File: src/rtl/imm_gen_pipe.sv
//-----------------------------------------------------------------------------
// imm_gen_pipe
//
// Decode-stage immediate generator for the RV32I/RV64I formats I, S, B, U, J
// and the CSR zimm field. The immediate is built combinationally from the
// incoming instruction. It is then stored, along with a sideband tag and an
// illegal-format flag, in a 2-entry skid buffer. The buffer has a valid/ready
// handshake on both sides. in_ready depends only on registered state, so no
// combinational path runs from out_ready to in_ready.
//
// Ports:
//   clk         - single clock, rising-edge
//   reset       - synchronous, active-high; clears all state and storage
//   flush       - synchronous; discards buffered entries and drops any push
//   in_valid    - upstream presents an instruction
//   in_ready    - buffer has a free slot (registered state only)
//   in_instr    - raw 32-bit instruction word
//   in_sel      - format: 0 I, 1 S, 2 B, 3 U, 4 J, 5 zimm, 6/7 illegal
//   in_tag      - sideband tag, carried unchanged
//   out_valid   - head entry valid
//   out_ready   - downstream consumes the head entry this cycle
//   out_imm     - XLEN-wide immediate of the head entry
//   out_tag     - tag of the head entry
//   out_illegal - head entry was presented with in_sel 6 or 7
//-----------------------------------------------------------------------------
module imm_gen_pipe #(
    parameter int XLEN  = 32,
    parameter int TAG_W = 8
) (
    input  logic             clk,
    input  logic             reset,
    input  logic             flush,
    input  logic             in_valid,
    output logic             in_ready,
    input  logic [31:0]      in_instr,
    input  logic [2:0]       in_sel,
    input  logic [TAG_W-1:0] in_tag,
    output logic             out_valid,
    input  logic             out_ready,
    output logic [XLEN-1:0]  out_imm,
    output logic [TAG_W-1:0] out_tag,
    output logic             out_illegal
);

    localparam logic [2:0] SEL_I = 3'd0;
    localparam logic [2:0] SEL_S = 3'd1;
    localparam logic [2:0] SEL_B = 3'd2;
    localparam logic [2:0] SEL_U = 3'd3;
    localparam logic [2:0] SEL_J = 3'd4;
    localparam logic [2:0] SEL_Z = 3'd5;

    // ------------------------------------------------------------------
    // Immediate decode. The value is always built at 64 bits and then
    // truncated to XLEN. This avoids zero-width replications when XLEN=32.
    // ------------------------------------------------------------------
    logic [63:0]     imm_wide;
    logic            illegal_new;
    logic [XLEN-1:0] imm_new;

    always_comb begin
        // NOTE: every output of this block gets a default first, so no path leaves it unassigned and no latch is inferred.
        imm_wide    = '0;
        illegal_new = 1'b0;
        case (in_sel)
            SEL_I: imm_wide = {{52{in_instr[31]}}, in_instr[31:20]};
            SEL_S: imm_wide = {{52{in_instr[31]}}, in_instr[31:25], in_instr[11:7]};
            SEL_B: imm_wide = {{51{in_instr[31]}}, in_instr[31], in_instr[7],
                               in_instr[30:25], in_instr[11:8], 1'b0};
            SEL_U: imm_wide = {{32{in_instr[31]}}, in_instr[31:12], 12'b0};
            SEL_J: imm_wide = {{43{in_instr[31]}}, in_instr[31], in_instr[19:12],
                               in_instr[20], in_instr[30:21], 1'b0};
            SEL_Z: imm_wide = {59'b0, in_instr[19:15]};
            default: illegal_new = 1'b1;   // sel 6/7: imm stays 0
        endcase
    end

    assign imm_new = imm_wide[XLEN-1:0];

    // The opcode bits never feed an immediate. The upper half of imm_wide is
    // dropped when XLEN=32.
    logic unused_bits;
    assign unused_bits = ^{in_instr[6:0], imm_wide};

    // ------------------------------------------------------------------
    // 2-entry skid buffer
    // ------------------------------------------------------------------
    logic [XLEN-1:0]  imm_q   [2];
    logic [TAG_W-1:0] tag_q   [2];
    logic             ill_q   [2];
    logic             head;
    logic [1:0]       count;

    logic push;
    logic pop;
    logic wr_idx;

    assign in_ready  = (count != 2'd2);
    assign out_valid = (count != 2'd0);
    assign push      = in_valid && in_ready;
    assign pop       = out_valid && out_ready;
    // A push only happens when count is 0 or 1. The free slot is therefore
    // head+count mod 2. This also covers push+pop at count=1, where the new
    // entry lands behind the current head.
    assign wr_idx    = head ^ count[0];

    always_ff @(posedge clk) begin
        if (reset) begin
            // NOTE: the storage is cleared on reset as well as the pointers, so out_* read 0 after reset.
            for (int i = 0; i < 2; i++) begin
                imm_q[i] <= '0;
                tag_q[i] <= '0;
                ill_q[i] <= 1'b0;
            end
            head  <= 1'b0;
            count <= 2'd0;
        end else if (flush) begin
            // Slot contents may stay stale. They are hidden by the output gating.
            head  <= 1'b0;
            count <= 2'd0;
        end else begin
            // NOTE: state updates use non-blocking assignments so every register samples pre-edge values.
            if (push) begin
                imm_q[wr_idx] <= imm_new;
                tag_q[wr_idx] <= in_tag;
                ill_q[wr_idx] <= illegal_new;
            end
            case ({push, pop})
                2'b10: count <= count + 2'd1;
                2'b01: begin
                    count <= count - 2'd1;
                    head  <= ~head;
                end
                2'b11: head <= ~head;
                default: ;
            endcase
        end
    end

    // Gate with out_valid so stale slots left by flush are never seen.
    assign out_imm     = out_valid ? imm_q[head] : '0;
    assign out_tag     = out_valid ? tag_q[head] : '0;
    assign out_illegal = out_valid && ill_q[head];

endmodule

File: config.mk
export PLATFORM = sky130hd
export DESIGN_NAME = imm_gen_pipe
export DESIGN_NICKNAME = d
export VERILOG_FILES = /design/src/rtl/imm_gen_pipe.sv
export SDC_FILE = /design/constraint.sdc
export NUM_CORES = 1
export LEC_CHECK = 0
export ABC_AREA = 1
export BUFFER_PORTS_ARGS = -buffer_cell sky130_fd_sc_hd__buf_2
export CAP_MARGIN = 20
export CORE_ASPECT_RATIO = 2
export CORE_MARGIN = 3
export CORE_UTILIZATION = 59
export DETAILED_ROUTE_END_ITERATION = 8
export PLACE_DENSITY = 0.94
export SYNTH_ARGS = -nofsm -noshare
export SYNTH_HDL_FRONTEND = slang
export SYNTH_SLANG_ARGS = --single-unit
File: constraint.sdc
create_clock -name clk -period 4.3 [get_ports clk]
set_input_delay 0.86 -clock clk [delete_from_list [all_inputs] [get_ports clk]]
set_output_delay 0.86 -clock clk [all_outputs]
set_load 0.03 [all_outputs]
==> results by group, run 1 <==
Run status
  • Status: complete, no violations

Timing
  • Setup violators final: 0
  • Rel. slew slack: between 20% and 30%
  • Slew Limit Fails: 0
  • F_max: between 300 and 400 MHz
  • Final Hold Fails: 0
  • RSZ-0062 raised after global routing: false
  • Setup TNS: 0 ns
  • Min cycle time layout: slightly below 3 ns
  • Final worst clock skew: 0.00372 ns
  • Worst-margin pin slew: around 1.1 ns
  • Fin crit share: between 60 and 70%
  • Setup ws final: around 1.3 ns

Worst setup path
  • CP Launch Type: flip-flop
  • CP arrival: around 2.1 ns
  • CP Class: reg2out
  • Critical Path RT: approximately 3.4 ns
  • CP endpoint kind: output pin
  • Peak fanout along the critical path: 24

Logic synthesis
  • Total nets after synthesis: 527
  • Synth area leaders: edfxtp_1, nand2_1, a21oi_1
  • Post-Syn Area per Cell: roughly 9 um^2
  • Post-synth top cells: nand2_1, edfxtp_1, a21oi_1, inv_1, nor2_1
  • Area share of the largest cell type after synthesis: between 50% and 60%
  • Gate count of the mapped netlist: 478
  • Yosys cell types: 24
  • Most frequent cell after synthesis: nand2_1
  • Cell taking the most area after synthesis: edfxtp_1
  • Seq cells post-synth: 86
  • Main flop type after synthesis: edfxtp_1
  • Post-Syn Area: 0.00430 mm^2
  • Synth warn: 0
  • Post-synth EDFFs: 82
  • Async set-reset flop share out of synthesis: 0%
  • Sequential fraction of the synthesis area: 59.1%

Clock tree
  • Post-CTS setup buffers: 0
  • Post-CTS Hold Buffers: 0
  • Clock Sinks: 86
  • Bufs on Longest Clock Path: 2
  • Worst-path clk slew: around 0.060 ns
  • TritonCTS buffer count: 9
  • Worst-Skew Late Latency: between 0.3 and 0.4 ns
  • CTS tree: built
  • Post-CTS resize count: 0
  • Root buf cell: clkbuf_16
  • CTS H-Tree Depth: 3

Floorplan
  • Site row count: 43
  • Die Ht: about 130 um
  • Starting density of the core: 61.5%
  • Die width: between 60 and 70 um
  • Total core area: 0.00699 mm^2
  • Full die area: between 0.008 and 0.009 mm^2
  • # IOs: 91

Global route
  • Gr ovfl total: 0
  • Vias in the first global route: ~3400
  • First-pass GRT wire length: 15.5 mm
  • Initial antenna violation count: 0
  • GRT Total Usage: between 20 and 30%
  • Largest net degree at the start of global routing: 45

Routing
  • WL met1: approximately 3.4 mm
  • Drt first pass iters: 5
  • DR top layer: met4
  • WL per Instance: 15.5 um
  • Detail Route Antenna Nets: 0
  • Met3 WL: between 700 and 800 um
  • Via count: around 3600
  • DRT Wirelength: around 10 mm
  • Via density: 5.56
  • DRT iter0 DRCs: about 330
  • Drt drc: 0
  • Met2 routed WL: 5.30 mm

Power
  • Worst vdd ir: between 0.3 and 0.4 mV
  • P_leak: roughly 2.4 nW
  • Power, Total: 1.95 mW
  • PwrDens: 389 mW/mm^2

Placement
  • Final HPWL from detailed placement: approximately 6.5 mm
  • Pre-CTS setup slack: roughly 1.7 ns
  • IO Port Bufs: 83
  • RePlAce Congestion: 0.897

Cells and area
  • Layout cells sized above 1: about 24%
  • Core Util, Final: a little over 70%
  • Synth-to-Final Area Change: 16.7%
  • Nets@finish: 598
  • Diodes inserted: 0

Run
  • Max_cap viols: 0

Min path
  • Min-delay worst type: reg2reg
[path summary, 6_finish.rpt]
| kind | endpoint | slack, ns | startpoint | depth (start not counted) |
|---|---|---|---|---|
| hold reg to reg | flip-flop | 0.63 | head$_SDFFE_PP0N_ | 3 |
| setup / recovery | out_imm[20] | 1.32 | flip-flop | 5 |
| hold / removal | flip-flop | 0.63 | head$_SDFFE_PP0N_ | 3 |
| setup reg to reg | count[0]$_SDFFE_PP0P_ | 2.14 | count[1]$_SDFFE_PP0P_ | 5 |
[power breakdown]
| group | internal (mW) | total [mW] | switching (mW) | leakage (nW) |
|---|---|---|---|---|
| Sequential | 0.963 | 0.977 | 0.0138 | 0.883 |
| Clock | 0.445 | 0.753 | 0.308 | 0.143 |
| Combinational | 0.0570 | 0.222 | 0.165 | 1.33 |
[layout by cell type (no fill, tap or decap), drive strengths merged, types with 4 or more instances in the layout]
cell and n:
nand2 172, buf 87, edfxtp 82, a21oi 58
inv 54, nor2 53, nand3 10, clkbuf 9
nand4 6, clkinv 6, nor3 5, dfxtp 4
[cell type report]
type,count,area (um^2)
timing repair buffer,87,445
tap,90,113
multi-input combinational,310,1420
fill,504,1980
clock buffer,9,225
clock inverter,7,65.1
sequential,86,2540
inverter,55,206
[through the flow]
stage	instance area, um^2	std cells	hold slack (ns)
after global routing	5020	644	0.664
after floorplan	4300	478	0.550
final	5020	644	0.630
after detailed placement	4730	628	0.611
after CTS	5020	644	0.623
after global placement	4730	628	0.581
[metal layers]
layer,track usage [%],vias up
met3,5.40,50
met2,41.9,193
met4,18.4,0
met5,0,-
li1,-,1684
met1,26.9,1654
[cells by family (layout without fill, tap and decap cells)]
group                    Yosys count  count (layout)  share of synthesized area (%)
AO/OA/AOI/OAI                     63              63                           7.68
buffers and inverters             82             158                           8.15
AND/OR/NAND/NOR                  246             246                           24.8
adder cells (fa/ha/maj)            1               1                          0.291
flip-flops                        86              86                           59.1
[worst max-delay path, cell delays in order, from the launching register on]
cell and delay, ns:
dfxtp_1 0.31, inv_1 0.57, buf_4 0.37, nand2_1 0.10
a21oi_1 0.18, buf_2 0.23
[flip-flops by register name (all words and copies together), names as in the netlist, named ones only]
| name | count |
|---|---|
| imm_q | 64 |
| tag_q | 16 |
| count | 2 |
| ill_q | 2 |
| head | 1 |
Note: power is estimated with default switching activity, not from simulation.
==> run 2: changes to the inputs <==
- ABC_AREA: 1 -> 0
- CORE_UTILIZATION: 59 -> 55
- PLACE_DENSITY: 0.94 -> 0.89
- clock period: 4.3 -> 2.9 ns (I/O delays scaled with it)
==> results by group, run 2 <==
Run status
  • Status: complete, no violations

Run
  • Max_cap viols: 0

Cells and area
  • Layout cells sized above 1: between 20% and 30%
  • Max reg flops: 64
  • Synth-to-Final Area Change: 17.9%
  • Core Util, Final: 67.2%
  • Commonest non-fill, non-tap cell in the layout: nor2_1
  • Nets@finish: 500
  • Diodes inserted: 0
  • Registers with the most flip-flops: imm_q: 64 flops, tag_q: 16 flops
  • Cell area after layout: ~0.0051 mm^2
  • Most frequent cells in the layout: nor2_1, buf_2, edfxtp_1, mux2i_1, a21oi_1
  • Largest register by flop count: imm_q
  • Post-route insts no fill: 550

Floorplan
  • # IOs: roughly 90
  • Die width: a little under 70 um
  • Full die area: 0.00910 mm^2
  • Starting density of the core: ~57%
  • Total core area: between 0.007 and 0.008 mm^2
  • Die Ht: ~130 um
  • Site row count: 45

Power
  • Worst vdd ir: roughly 0.61 mV
  • Clock share of power: approximately 40%
  • Power, Total: roughly 3.0 mW
  • Sw Share: between 20% and 30%
  • PwrDens: approximately 580 mW/mm^2
  • Internal cell power: around 2.3 mW
  • P_sw: roughly 0.70 mW
  • Logic gate share of total power: 11.7%
  • Reg power frac: 48.3%
  • P_leak: 1.97 nW

Clock tree
  • Root buf cell: clkbuf_16
  • Post-CTS Hold Buffers: 0
  • Post-CTS resize count: 0
  • CTS H-Tree Depth: 3
  • Clock Sinks: 86
  • Bufs on Longest Clock Path: 2
  • Worst-path clk slew: about 0.060 ns
  • TritonCTS buffer count: 9
  • Worst-Skew Late Latency: ~0.33 ns
  • Post-CTS setup buffers: 0
  • CTS tree: built

Logic synthesis
  • Cell taking the most area after synthesis: edfxtp_1
  • Gate count of the mapped netlist: approximately 380
  • Seq cells post-synth: between 80 and 90
  • Sequential fraction of the synthesis area: between 50 and 60%
  • Main flop type after synthesis: edfxtp_1
  • Post-Syn Area per Cell: 11.5 um^2
  • Post-synth top cells: nor2_1, edfxtp_1, mux2i_1, a21oi_1, buf_2
  • Synth warn: 0
  • Area share of the largest cell type after synthesis: a little under three fifths
  • Yosys cell types: 42
  • Most frequent cell after synthesis: nor2_1
  • Total nets after synthesis: between 400 and 500
  • Post-synth EDFFs: 82
  • Post-Syn Area: 0.00436 mm^2
  • Async set-reset flop share out of synthesis: 0%
  • Synth area leaders: edfxtp_1, mux2i_1, nor2_1

Timing
  • Hold_ws: roughly 0.51 ns
  • Min cycle time layout: 2.42 ns
  • Setup violators final: 0
  • Slew Limit Fails: 0
  • Worst-margin pin slew: 0.703 ns
  • Final worst clock skew: about 0.0043 ns
  • Rel. slew slack: 53.0%
  • RSZ-0062 raised after global routing: false
  • Final Hold Fails: 0
  • Setup ws final: roughly 0.48 ns
  • Setup TNS: 0 ns
  • Fin crit share: 83.3%
  • F_max: a little over 400 MHz

Placement
  • RePlAce Congestion: 0.875
  • Pre-CTS setup slack: 0.676 ns
  • # placed instances: between 500 and 600
  • Placed Instance Area: between 0.004 and 0.005 mm^2
  • Final HPWL from detailed placement: 6.40 mm
  • IO Port Bufs: 83

Worst setup path
  • Peak fanout along the critical path: 30
  • CP arrival: 1.84 ns
  • FF-to-FF path depth: 4
  • CP endpoint kind: output pin
  • CP Launch Type: flip-flop
  • Crit Reg-Reg Startpoint: count[0]$_SDFFE_PP0P_
  • Setup slack, reg-to-reg: 0.97 ns
  • Critical Path RT: around 2.3 ns
  • CP Class: reg2out
  • CP startpoint: count[0]$_SDFFE_PP0P_
  • FF-to-FF End: imm_q[1][26]$_SDFFCE_PN0P_

Routing
  • WL per Instance: 16.9 um
  • Detail Route Antenna Nets: 0
  • DR top layer: met4
  • DRT Wirelength: 9.31 mm
  • DRT iter0 DRCs: 217
  • Via count: approximately 3200
  • Via density: about 5.7
  • Drt first pass iters: 5
  • Met3 WL: between 600 and 700 um
  • Met2 routed WL: a little over 5 mm
  • WL met1: approximately 3.2 mm
  • Drt drc: 0

Global route
  • Initial antenna violation count: 0
  • First-pass GRT wire length: between 10 and 15 mm
  • Gr ovfl total: 0
  • Largest net degree at the start of global routing: 42
  • Vias in the first global route: roughly 3100
  • GRT Total Usage: 21.9%

Min path
  • Min-delay worst type: in2reg
  • Hold Crit Depth: 2
  • HP Start: flush
-- run 2: cell types whose count changed after synthesis, moves of 7 or more --
cell / previous run / this run
nand2b_1: 0 / 9
a21oi_1: 58 / 35
nor2b_1: 0 / 7
clkbuf_1: 14 / 1
buf_2: 7 / 19
nand3_1: 8 / 0
nor2_2: 10 / 0
nor2_1: 34 / 87
a31oi_1: 1 / 16
mux2i_1: 0 / 41
inv_1: 48 / 11
nand2_1: 170 / 14
nor2_4: 9 / 0
-- run 2: critical path: stages, from the launching register on --
cell and delay (ns):
dfxtp_1 0.41, nor2_4 0.58, buf_4 0.27, nor2_1 0.05
buf_2 0.17
-- run 2: final cells by class --
class / instances / area [um^2]
flip-flops and latches: 86 / 2540
clock inverters: 6 / 86.3
well taps: 94 / 118
fillers: 556 / 2510
inverters: 11 / 41.3
repair buffers: 90 / 505
multi-input cells: 253 / 1620
clock buffers: 10 / 229
-- run 2: kinds of logic (layout without fill, tap and decap cells) --
logic type               Yosys count  count (layout)  share of synthesized area (%)
multiplexers                      45              45                           10.4
flip-flops                        86              86                           58.3
AO/OA/AOI/OAI                     68              68                           9.87
adder cells (fa/ha/maj)            2               2                          0.545
buffers and inverters             40             117                           5.05
XOR/XNOR                           3               3                          0.602
AND/OR/NAND/NOR                  135             135                           15.2
-- run 2: worst max-delay path by stage --
stage                                      to  slack [ns]
floorplan              ill_q[0]$_SDFFCE_PN0P_        0.47
global placement    imm_q[0][1]$_SDFFCE_PN0P_        0.71
detailed placement  imm_q[0][1]$_SDFFCE_PN0P_        0.68
CTS                               out_imm[31]        0.44
global route                       out_imm[5]        0.33
finish                             out_imm[6]        0.48
-- run 2: power by group through the flow --
stage / Combinational, mW / Sequential, mW / Clock (mW)
after floorplan: 0.247 / 1.46 / 0
after global placement: 0.341 / 1.47 / 0
after detailed placement: 0.349 / 1.47 / 0
after CTS: 0.352 / 1.45 / 1.22
after global routing: 0.382 / 1.45 / 1.27
final: 0.350 / 1.45 / 1.20
-- run 2: metal layers --
metal | vias to the layer above | track usage, %
met5 | - | 0
met4 | 0 | 13.8
met3 | 31 | 4.44
met2 | 143 | 36.0
met1 | 1478 | 24.8
li1 | 1501 | -
==> run 3: changes to the inputs <==
- CORE_UTILIZATION: 55 -> 50
- PLACE_DENSITY: 0.89 -> 0.86
- clock period: 2.9 -> 2.2 ns (I/O delays scaled with it)
==> results by group, run 3 (synthesis results as in run 2) <==
Clock tree
  • Post-CTS setup buffers: 0
  • CTS tree: built
  • Worst-path clk slew: about 0.06 ns
  • TritonCTS buffer count: 9
  • Clock Sinks: 86
  • Root buf cell: clkbuf_16
  • CTS H-Tree Depth: 3
  • Post-CTS resize count: 0
  • Worst-Skew Late Latency: 0.34 ns
  • Bufs on Longest Clock Path: 2
  • Post-CTS Hold Buffers: 0

Worst setup path
  • CP arrival: around 1.6 ns
  • Crit path cell chain: nor2_2 > buf_4 > nor2_1 > buf_2
  • CP startpoint: count[0]$_SDFFE_PP0P_
  • Crit Reg-Reg Startpoint: count[0]$_SDFFE_PP0P_
  • CP max stage delay: roughly 0.51 ns
  • Crit-path slowest cell: dfxtp_1
  • Worst Setup EP: out_imm[15]
  • Peak fanout along the critical path: 42
  • Critical Path RT: about 1.8 ns
  • Setup slack, reg-to-reg: 0.44 ns
  • CP top delay family: flip-flops
  • CP endpoint kind: output pin
  • FF-to-FF path depth: 5
  • CP Class: reg2out
  • FF-to-FF End: count[1]$_SDFFE_PP0P_
  • CP Depth: 4
  • CP Launch Type: flip-flop
  • WP buf/inv: 2

Routing
  • Drt drc: 0
  • Detail Route Antenna Nets: 0
  • Via density: about 5.7
  • Via count: between 3000 and 4000
  • DRT Wirelength: 9.68 mm
  • DRT iter0 DRCs: around 240
  • WL per Instance: roughly 17 um
  • Drt first pass iters: 4

Cells and area
  • Core Util, Final: 60.7%
  • Commonest non-fill, non-tap cell in the layout: nor2_1
  • # fillers: ~650
  • Cell area after layout: just over 0.005 mm^2
  • Synth-to-Final Area Change: 17.0%
  • Largest register by flop count: imm_q
  • Registers with the most flip-flops: imm_q: 64 flops, tag_q: 16 flops
  • Layout cells sized above 1: between 20% and 30%
  • Max reg flops: between 60 and 70
  • Diodes inserted: 0
  • Nets@finish: approximately 500
  • Most frequent cells in the layout: nor2_1, buf_2, edfxtp_1, mux2i_1, a21oi_1

Global route
  • Gr ovfl total: 0
  • Largest net degree at the start of global routing: 43
  • Initial antenna violation count: 0
  • Vias in the first global route: approximately 3200
  • GRT Total Usage: ~20%
  • First-pass GRT wire length: approximately 16 mm

Power
  • Worst vdd ir: 0.472 mV
  • P_leak: roughly 1.9 nW
  • Clock share of power: a little under two fifths
  • PwrDens: 743 mW/mm^2
  • Sw Share: roughly a quarter
  • Logic gate share of total power: between 10 and 15%
  • Reg power frac: roughly 50%
  • Power, Total: roughly 3.8 mW
  • P_sw: ~1 mW
  • Internal cell power: 2.81 mW

Timing
  • F_max: between 400 and 500 MHz
  • Final worst clock skew: between 0.004 and 0.005 ns
  • Slew Limit Fails: 0
  • Setup violators final: 0
  • RSZ-0062 raised after global routing: false
  • Worst-margin pin slew: 0.615 ns
  • Rel. slew slack: between 50 and 60%
  • Setup TNS: 0 ns
  • Hold_ws: 0.363 ns
  • Min cycle time layout: 2.04 ns
  • Final Hold Fails: 0
  • Fin crit share: between 90% and 100%

Run
  • Max_cap viols: 0

Floorplan
  • Starting density of the core: ~52%
  • Site row count: 47
  • Full die area: between 0.009 and 0.01 mm^2
  • Die Ht: between 100 and 150 um
  • Total core area: between 0.008 and 0.009 mm^2
  • # IOs: 91
  • Die width: 72.1 um

Run status
  • Status: complete, no violations

Placement
  • IO Port Bufs: 83
  • RePlAce Congestion: slightly below 0.8
  • Placed Instance Area: about 0.0048 mm^2
  • Final HPWL from detailed placement: approximately 6.6 mm

Min path
  • HP Start: flush
  • Min-delay worst type: in2reg
## run 3: power groups by stage
stage          registers, mW  clock network, mW  logic (mW)
6_report                1.90               1.42       0.467
5_1_grt                 1.91               1.50       0.506
4_1_cts                 1.90               1.42       0.469
3_5_place_dp            1.94                  0       0.466
3_3_place_gp            1.93                  0       0.454
2_1_floorplan           1.93                  0       0.326
## run 3: how the worst min path moves through the flow
stage                                 end  slack [ns]  depth (start not counted)
floorplan           count[1]$_SDFFE_PP0P_        0.52                          1
global placement    count[1]$_SDFFE_PP0P_        0.55                          2
detailed placement  count[1]$_SDFFE_PP0P_        0.59                          2
CTS                 count[1]$_SDFFE_PP0P_        0.36                          2
global route        count[1]$_SDFFE_PP0P_        0.37                          2
finish              count[0]$_SDFFE_PP0P_        0.36                          2
## run 3: stage by stage
stage,std cells,setup WS [ns]
2_1_floorplan,379,0.367
3_3_place_gp,537,0.219
3_5_place_dp,537,0.179
4_1_cts,553,0.169
5_1_grt,553,0.0634
6_report,553,0.158
## run 3: cell type report
class | count | area, um^2 | share of cell area, %
Multi-Input combinational cell | 253 | 1620 | 31.6
Clock buffer | 9 | 225 | 4.41
Clock inverter | 7 | 57.6 | 1.13
Timing Repair Buffer | 89 | 498 | 9.76
Sequential cell | 86 | 2540 | 49.8
Inverter | 11 | 41.3 | 0.809
Tap cell | 98 | 123 | 2.40
## run 3: per-layer routing
layer | global-route usage [%] | vias to the layer above | wire [um]
li1 | - | 1503 | -
met1 | 22.4 | 1482 | 3280
met2 | 35.2 | 129 | 5360
met3 | 3.27 | 33 | 572
met4 | 11.3 | 0 | 464
met5 | 0 | - | 0
